$ cat src/rtl/pc_seq_pkg.sv
// pc_seq_pkg: shared types and defaults for the PC sequencer
// Holds the FSM state enum, the PC width and the default STEP / RESET_PC values.
package pc_seq_pkg;
    localparam int PC_W = 8;
    localparam int STEP_DEF = 4;
    localparam logic [PC_W-1:0] RESET_PC_DEF = 8'h00;
    typedef enum logic [1:0] {RUN, FLUSH, HALT} state_t;
endpackage

$ cat src/rtl/pc_seq_if.sv
// pc_seq_if: branch, fetch and status bus of the PC sequencer
// master: sequencer side (drives pc, fetch_req, taken, flush, halted, link)
// slave : environment side (drives cond_true, br_*, stall, fetch_ready)
interface pc_seq_if;
    import pc_seq_pkg::*;
    logic            cond_true;
    logic            br_valid;
    logic [PC_W-1:0] br_pc;
    logic [PC_W-1:0] br_target;
    logic            br_link;
    logic            stall;
    logic            fetch_ready;
    logic [PC_W-1:0] pc;
    logic            fetch_req;
    logic            taken;
    logic            flush;
    logic            halted;
    logic [PC_W-1:0] link;
    modport master (
        input  cond_true, br_valid, br_pc, br_target, br_link, stall, fetch_ready,
        output pc, fetch_req, taken, flush, halted, link
    );
    modport slave (
        output cond_true, br_valid, br_pc, br_target, br_link, stall, fetch_ready,
        input  pc, fetch_req, taken, flush, halted, link
    );
endinterface

$ cat src/rtl/pc_seq_next.sv
// pc_seq_next: next-PC mux (branch target / increment / hold)
// Ports: pc (current), target (branch destination), sel_target, sel_inc -> pc_next.
// A taken branch has priority over an accepted fetch; the increment wraps mod 2^PC_W.
module pc_seq_next
    import pc_seq_pkg::*;
#(
    parameter int STEP = STEP_DEF
) (
    input  logic [PC_W-1:0] pc,
    input  logic [PC_W-1:0] target,
    input  logic            sel_target,
    input  logic            sel_inc,
    output logic [PC_W-1:0] pc_next
);
    always_comb pc_next = sel_target ? target : sel_inc ? pc + PC_W'(STEP) : pc;
endmodule

$ cat src/rtl/pc_sequencer.sv
// pc_sequencer: program-counter sequencer with branch, flush and halt handling
// Ports: clk, rst (async, active-low), bus (pc_seq_if.master: branch inputs,
// stall, fetch handshake, pc/fetch_req/taken/flush/halted/link outputs).
// Macro PC_SEQ_BRANCH_LINK_EN: when defined, taken branches with br_link save
// br_pc+STEP into link; otherwise link is tied to zero.
module pc_sequencer
    import pc_seq_pkg::*;
#(
    parameter logic [PC_W-1:0] RESET_PC = RESET_PC_DEF,
    parameter int              STEP     = STEP_DEF
) (
    input  logic          clk,
    input  logic          rst,
    pc_seq_if.master      bus
);
    state_t          state_q, state_d;
    logic [PC_W-1:0] pc_q, pc_d;
    logic            taken_q, flush_q, halted_q;
    logic            go, take, accept;

    assign go     = (state_q == RUN) && !bus.stall;
    assign take   = go && bus.br_valid && bus.cond_true;
    assign accept = go && bus.fetch_ready;

    pc_seq_next #(.STEP(STEP)) u_next (
        .pc         (pc_q),
        .target     (bus.br_target),
        .sel_target (take),
        .sel_inc    (accept),
        .pc_next    (pc_d)
    );

    // Stall freezes every state, including an in-progress FLUSH.
    always_comb begin
        state_d = bus.stall ? state_q
                : (state_q == RUN)  ? (take ? ((bus.br_target == bus.br_pc) ? HALT : FLUSH) : RUN)
                : (state_q == HALT) ? HALT
                : RUN;
    end

    always_ff @(posedge clk or negedge rst) begin
        if (!rst) begin
            state_q  <= RUN;
            pc_q     <= RESET_PC;
            taken_q  <= 1'b0;
            flush_q  <= 1'b0;
            halted_q <= 1'b0;
        end else begin
            state_q  <= state_d;
            pc_q     <= pc_d;
            taken_q  <= take;
            flush_q  <= state_d == FLUSH;
            halted_q <= state_d == HALT;
        end
    end

`ifdef PC_SEQ_BRANCH_LINK_EN
    logic [PC_W-1:0] link_q, link_d;
    always_comb link_d = (take && bus.br_link) ? bus.br_pc + PC_W'(STEP) : link_q;
    always_ff @(posedge clk or negedge rst) begin
        if (!rst) link_q <= '0;
        else      link_q <= link_d;
    end
`else
    logic [PC_W-1:0] link_q;
    logic            unused_link;
    assign link_q      = '0;
    assign unused_link = bus.br_link;
`endif

    always_comb begin
        bus.fetch_req = go;
        bus.pc        = pc_q;
        bus.taken     = taken_q;
        bus.flush     = flush_q;
        bus.halted    = halted_q;
        bus.link      = link_q;
    end
endmodule

$ cat src/flat_wrapper.sv
// flat-port wrapper written by rule: the top's interface ports become plain ports
module pc_sequencer_flat import pc_seq_pkg::*;
#(
    parameter logic [PC_W-1:0] RESET_PC = RESET_PC_DEF,
    parameter int              STEP     = STEP_DEF
)
  (clk, rst, bus_cond_true, bus_br_valid, bus_br_pc, bus_br_target, bus_br_link, bus_stall, bus_fetch_ready, bus_pc, bus_fetch_req, bus_taken, bus_flush, bus_halted, bus_link);
  pc_seq_if bus_i ();
  input  logic clk;
  input  logic rst;
  input wire logic [$bits(bus_i.cond_true)-1:0] bus_cond_true;
  input wire logic [$bits(bus_i.br_valid)-1:0] bus_br_valid;
  input wire logic [$bits(bus_i.br_pc)-1:0] bus_br_pc;
  input wire logic [$bits(bus_i.br_target)-1:0] bus_br_target;
  input wire logic [$bits(bus_i.br_link)-1:0] bus_br_link;
  input wire logic [$bits(bus_i.stall)-1:0] bus_stall;
  input wire logic [$bits(bus_i.fetch_ready)-1:0] bus_fetch_ready;
  output wire logic [$bits(bus_i.pc)-1:0] bus_pc;
  output wire logic [$bits(bus_i.fetch_req)-1:0] bus_fetch_req;
  output wire logic [$bits(bus_i.taken)-1:0] bus_taken;
  output wire logic [$bits(bus_i.flush)-1:0] bus_flush;
  output wire logic [$bits(bus_i.halted)-1:0] bus_halted;
  output wire logic [$bits(bus_i.link)-1:0] bus_link;
  assign bus_i.cond_true = bus_cond_true;
  assign bus_i.br_valid = bus_br_valid;
  assign bus_i.br_pc = bus_br_pc;
  assign bus_i.br_target = bus_br_target;
  assign bus_i.br_link = bus_br_link;
  assign bus_i.stall = bus_stall;
  assign bus_i.fetch_ready = bus_fetch_ready;
  assign bus_pc = bus_i.pc;
  assign bus_fetch_req = bus_i.fetch_req;
  assign bus_taken = bus_i.taken;
  assign bus_flush = bus_i.flush;
  assign bus_halted = bus_i.halted;
  assign bus_link = bus_i.link;
  pc_sequencer #(.RESET_PC(RESET_PC), .STEP(STEP)) u_core (.clk(clk), .rst(rst), .bus(bus_i));
endmodule
$ cat config.mk
export PLATFORM = sky130hd
export DESIGN_NAME = pc_sequencer_flat
export DESIGN_NICKNAME = d
export VERILOG_FILES = /design/src/rtl/pc_seq_pkg.sv /design/src/rtl/pc_seq_if.sv /design/src/rtl/pc_seq_next.sv /design/src/rtl/pc_sequencer.sv /design/src/flat_wrapper.sv
export SDC_FILE = /design/constraint.sdc
export NUM_CORES = 1
export LEC_CHECK = 0
export ABC_AREA = 1
export CORE_ASPECT_RATIO = 0.7
export CORE_MARGIN = 4
export CORE_UTILIZATION = 39
export DETAILED_ROUTE_END_ITERATION = 12
export PLACE_DENSITY_LB_ADDON = 0.15
export SLEW_MARGIN = 20
export SYNTH_ARGS = -nofsm -noshare
export SYNTH_HDL_FRONTEND = slang
export SYNTH_SLANG_ARGS = --single-unit
$ cat constraint.sdc
create_clock -name clk -period 1.5 [get_ports clk]
set_input_delay 0.375 -clock clk [delete_from_list [all_inputs] [get_ports clk]]
set_output_delay 0.375 -clock clk [all_outputs]
set_load 0.02 [all_outputs]
# Word level (Yosys, flattened, before mapping)
# Index checks and enable logic that the tools add are counted.
# W data, S select, Z words.
dict set report op_classes {
  addsub 1
  eq_ne 4
  muxes 7
  n_reduce_logical 7
}
# operator count
set op_table {}
lappend op_table {{$mux W8} 2}
lappend op_table {{$mux W2} 5}
lappend op_table {{$add A8 B3 Y8 const B} 1}
lappend op_table {{$eq A8 B8 Y1} 1}
lappend op_table {{$eq A2 B2 Y1 const B} 2}
lappend op_table {{$logic_and A1 B1 Y1} 4}
lappend op_table {{$eq A2 B1 Y1 const B} 1}
lappend op_table {{$logic_not A2 Y1} 1}
lappend op_table {{$reduce_bool A2 Y1} 1}
lappend op_table {{$logic_not A1 Y1} 1}
dict set report word_totals {
  reg_bits 13
  out_inout_bits 20
  wordCells 24
}

# Longest topological paths before layout
dict set report depth {
  depth_word 8
  depth_mapped 10
  mapped_depth_nobuf 10
}

# Modules after synthesis
# A second synthesis with hierarchy kept.
dict set report hier_totals {
  hier_cells 125
  hier_area_um2 850.8
}
# module instances cells_each area_each_um2
set by_module_without_submodules {}
lappend by_module_without_submodules {pc_sequencer 1 78 634.4}
lappend by_module_without_submodules {pc_seq_next 1 47 216.5}

# Least setup slack after synthesis
# Ideal clock, no wire load.
dict set report synth_timing {
  path_kind {reg2reg}
  from {reg u_core.pc_q[2] (netlist: u_core.bus.pc[2])}
  to {reg u_core.pc_q[6] (netlist: u_core.bus.pc[6])}
  setup_ps 87
  arrival_ps 1107
  required_time_ps 1413
  setup_slack_ps 306
  stages_incl_launch_ff 5
  n_path_buf 0
  period_less_slack_ps 1194
  cell_sequence {dfrtp_1 > ha_1 > nand3_1 > xor2_1 > o211ai_1}
}
dict set report synth_between {
  elab_chain_len 3
}
# item line
set synth_rtl {}
lappend synth_rtl {{start, declared} pc_sequencer.sv:17} ;# logic [PC_W-1:0] pc_q, pc_d;
lappend synth_rtl {{start signal, assigned} pc_sequencer.sv:50} ;# pc_q <= pc_d;
lappend synth_rtl {{$add A8 B3 Y8} pc_seq_next.sv:15} ;# always_comb pc_next = sel_target ? target : sel_inc ? pc + PC_W'(STEP) : pc;
lappend synth_rtl {{$mux W8 (2 in a row)} pc_seq_next.sv:15}
# No other way between the ends. The select of a mux whose other input is x is not followed.
# A chain may end at the register's enable or synchronous reset.

# Worst setup path in the final report
dict set report layout_timing {
  from {reg u_core.pc_q[3] (netlist: u_core.bus.pc[3])}
  to {out bus_pc[3]}
}
# item line
set layout_rtl {}
lappend layout_rtl {{end, declared} flat_wrapper.sv:18} ;# output wire logic [$bits(bus_i.pc)-1:0] bus_pc;
# No word-level cell between the ends.

==> load_flow_metrics.sql <==
INSERT INTO impl_metrics (metric_group, metric, value, unit) VALUES
('grt', 'grt_max_degree', '14', ''),
('setup_path', 'critical-path-max-stage-delay', '0.42', 'ns'),
('setup_path', 'critical_path.n_buffers_inverters', '1', ''),
('timing', 'timing.clock.skew', '0.00874', 'ns'),
('setup_path', 'critical_path.reg2reg.startpoint', 'u_core.state_q[0]$_DFF_PN0_', ''),
('clock_tree', 'htree_levels', '1', ''),
('timing', 'maxSlewViolCount', '0', ''),
('place', 'buffer_ports.inserted', '33', ''),
('place', 'dpl.cell_count', '175', ''),
('grt', 'grt_pass1_wl', '3460', 'um'),
('clock_tree', 'cell_chosen_for_the_clock_root', 'clkbuf_4', ''),
('place', 'gp_congestion', '0.840', ''),
('place', 'placed_cell_area', '1280', 'um^2'),
('route', 'vias_per_cell', '4.50', ''),
('timing', 'rsz_0062_raised_after_global_routing', 'no', ''),
('setup_path', 'worst-endpoint-required', '1.12', 'ns'),
('route', 'drt-total-wl', '2000', 'um'),
('setup_path', 'worst-r2r-cell-count', '8', ''),
('logic_synthesis', 'synth.yosys.seq_area_share', '39.3', '%'),
('run', 'max_cap_viol_count', '0', ''),
('power', 'power_per_cell_area', '1150', 'nW/um^2'),
('timing', 'setup-violations-final', '0', ''),
('timing', 'fin_crit_sh', '93.7', '%'),
('power', 'worst_ir_drop_vdd', '591', 'uV'),
('route', 'detail_route.first_pass.iterations', '4', ''),
('clock_tree', 'clock_insertion_delay_at_the_later_pin_of_the_skew_report', '0.29', 'ns'),
('finish', 'syn2layout_area_growth', '56.8', '%'),
('route', 'avgRoutedWirePerCell', '11.2', 'um'),
('logic_synthesis', 'yosysWarningCount', '0', ''),
('setup_path', 'critical_path.startpoint_type', 'register', ''),
('route', 'route.vias.total', '805', ''),
('grt', 'grt_antenna_before_repair', '0', ''),
('grt', 'gr-total-overflow', '0', ''),
('logic_synthesis', 'synth.cell_area', '828', 'um^2'),
('min_path', 'hold_class', 'in2async', ''),
('logic_synthesis', 'postSynthCellCount', '104', ''),
('grt', 'first_global_vias', '824', ''),
('finish', 'post_layout_nonfiller_instances', '179', ''),
('timing', 'hold_violations', '0', ''),
('clock_tree', 'total_cts_buffers', '3', ''),
('timing', 'timing.fmax', '0.711', 'GHz'),
('logic_synthesis', 'ys_types', '19', ''),
('setup_path', 'critical_path.top_delay_family', 'flip-flops', ''),
('timing', 'post_route_worst_hold_slack', '0.390', 'ns'),
('floorplan', 'initial_utilization', '42.8', '%'),
('finish', 'final_net_count', '182', ''),
('power', 'power.total', '1.49', 'mW'),
('power', 'leakagePower', '0.695', 'nW'),
('floorplan', 'die_width', '63.1', 'um'),
('setup_path', 'worst-r2r-setup-slack', '0.17', 'ns'),
('clock_tree', 'clock_tree.buffer_depth', '2', ''),
('setup_path', 'criticalPathCategory', 'reg2out', ''),
('setup_path', 'cp_slowest_cell', 'dfrtp_1', ''),
('place', 'detailed_place_hpwl', '1700', 'um'),
('setup_path', 'setup.worst_path.end_class', 'output pin', ''),
('route', 'antenna_violating_nets_post_route', '0', ''),
('route', 'detailedRoute.firstIterationViolations', '19', ''),
('timing', 'final_period_minus_worst_setup_slack', '1.41', 'ns'),
('floorplan', 'pin_count', '43', ''),
('route', 'detail_route.drc_violations', '0', ''),
('clock_tree', 'tritoncts_num_sinks', '13', ''),
('grt', 'groute.usage.overall', '15.7', '%'),
('setup_path', 'critical_path_arrival', '1.03', 'ns'),
('logic_synthesis', 'flop_and_latch_count_out_of_synthesis', '13', ''),
('finish', 'antenna-diode-count', '0', ''),
('finish', 'postLayoutCellArea', '1300', 'um^2'),
('floorplan', 'die_y', '46.6', 'um'),
('floorplan', 'num_rows', '13', ''),
('logic_synthesis', 'synthesis.area_per_instance', '7.96', 'um^2'),
('setup_path', 'r2r-end', 'u_core.bus.pc[6]$_DFFE_PN0P_', ''),
('finish', 'fill_cells', '165', ''),
('floorplan', 'core', '1940', 'um^2'),
('outcome', 'outcome', 'finished clean', ''),
('clock_tree', 'clock_transition_at_the_register_clock_pins_on_the_worst_setup_and_hold_paths_after_cts', '0.09', 'ns'),
('floorplan', 'dieArea', '2940', 'um^2'),
('setup_path', 'worstPathCellList', 'clkdlybuf4s15_1', ''),
('finish', 'fin_util', '67.1', '%'),
('setup_path', 'path_max_fanout', '4', ''),
('clock_tree', 'cts_tree', 'done', ''),
('finish', 'layout-drive-gt1-share', '19.7', '%');
## synth_stat cells (all sizes together)
cell	number	area, um^2
nand3	7	57.6
nor2	9	57.6
xnor2	6	52.6
xor2	3	26.3
inv	15	56.3
ha	1	12.5
conb	1	3.75
nand2	33	124
a21oi	1	5.00
dfrtp	13	325
o211ai	2	15.0
buf	8	60.1
o221ai	2	17.5
o21ai	3	15.0
## power breakdown
part | switching (mW) | total [mW] | internal, mW | leakage, nW
Clock | 0.126 | 0.226 | 0.0992 | 0.0177
Combinational | 0.411 | 0.762 | 0.351 | 0.509
Sequential | 0.0554 | 0.504 | 0.449 | 0.168
## cells in the final DEF, fill, tap and decap left out
| cell type | Yosys | layout |
|---|---|---|
| a21oi_1 | 1 | 1 |
| nand3_2 | 2 | 2 |
| o221ai_1 | 2 | 2 |
| buf_4 | 8 | 17 |
| o21ai_0 | 3 | 3 |
| clkdlybuf4s50_1 | 0 | 20 |
| xor2_1 | 3 | 3 |
| nor2_1 | 7 | 7 |
| clkinv_2 | 0 | 1 |
| nand2_1 | 33 | 33 |
| nand3_4 | 1 | 1 |
| nor2_4 | 1 | 1 |
| clkbuf_4 | 0 | 3 |
| o211ai_1 | 2 | 2 |
| dlymetal6s2s_1 | 0 | 1 |
| ha_1 | 1 | 1 |
| inv_1 | 11 | 11 |
| dlygate4sd2_1 | 0 | 10 |
| dfrtp_1 | 13 | 13 |
| inv_2 | 4 | 4 |
| xnor2_1 | 6 | 6 |
| nand3_1 | 4 | 4 |
| clkdlybuf4s15_1 | 0 | 1 |
| nor2_8 | 1 | 1 |
| conb_1 | 1 | 8 |
| buf_6 | 0 | 1 |
## worst max path at each step
stage / from / end / cells past startpoint
CTS: bus_stall / bus_fetch_req / 5
detailed placement: bus_stall / bus_fetch_req / 5
global route: u_core.bus.pc[3]$_DFFE_PN0P_ / bus_pc[3] / 1
global placement: bus_stall / bus_fetch_req / 5
finish: u_core.bus.pc[3]$_DFFE_PN0P_ / bus_pc[3] / 1
floorplan: u_core.bus.pc[2]$_DFFE_PN0P_ / u_core.bus.pc[6]$_DFFE_PN0P_ / 4
## state kept, by name, summed over array words and instances, names as in the netlist
register	count
u_core.bus.pc	8
u_core.bus.halted	1
u_core.state_q	2
u_core.bus.flush	1
u_core.bus.taken	1
## through the flow
stage                     setup WS [ns]  TNS, ns
after CTS                       -0.0205  -0.0205
after floorplan                   0.306        0
after global routing             0.0154        0
after detailed placement         -0.455    -2.15
final                            0.0943        0
after global placement           -0.440    -1.86
## cell families after synthesis
kind of cell / after synthesis / synth area share (%)
other: 1 / 0.453
xor gates and xnor gates: 9 / 9.52
and+or+nand+nor: 49 / 28.9
AOI/OAI and AO/OA: 8 / 6.34
buffers and inverters: 23 / 14.0
DFF: 13 / 39.3
adders and majority gates: 1 / 1.51
## layer usage
metal | up-vias | GRT usage [%] | share of wire (%)
li1 | 414 | - | -
met1 | 353 | 17.3 | 43
met2 | 36 | 27.9 | 47
met3 | 2 | 6.34 | 8.6
met4 | 0 | 6.58 | 0.70
met5 | - | 0 | 0
## area by class of cell
| class | count | area [um^2] | area share [%] |
|---|---|---|---|
| Timing Repair Buffer | 50 | 449 | 34.6 |
| Multi-Input combinational cell | 75 | 413 | 31.8 |
| Sequential cell | 13 | 325 | 25.0 |
| Inverter | 15 | 56.3 | 4.34 |
| Tap cell | 22 | 27.5 | 2.12 |
| Clock buffer | 3 | 22.5 | 1.73 |
| Clock inverter | 1 | 5.00 | 0.385 |
## worst reg2reg max path, delay by kind of cell, from the launching register on
family	cells	cell delay, ns
and+or+nand+nor	4	0.30
buffers and inverters	3	0.38
DFF	1	0.41
AOI/OAI and AO/OA	1	0.11
## what timing repair did
action / in CTS / in global routing
setup endpoints to repair: 12 / 2
resized for setup: 15 / 4
hold buffers: 0 / 0
buffers inserted: 0 / 0
(Power assumes the default switching activity.)
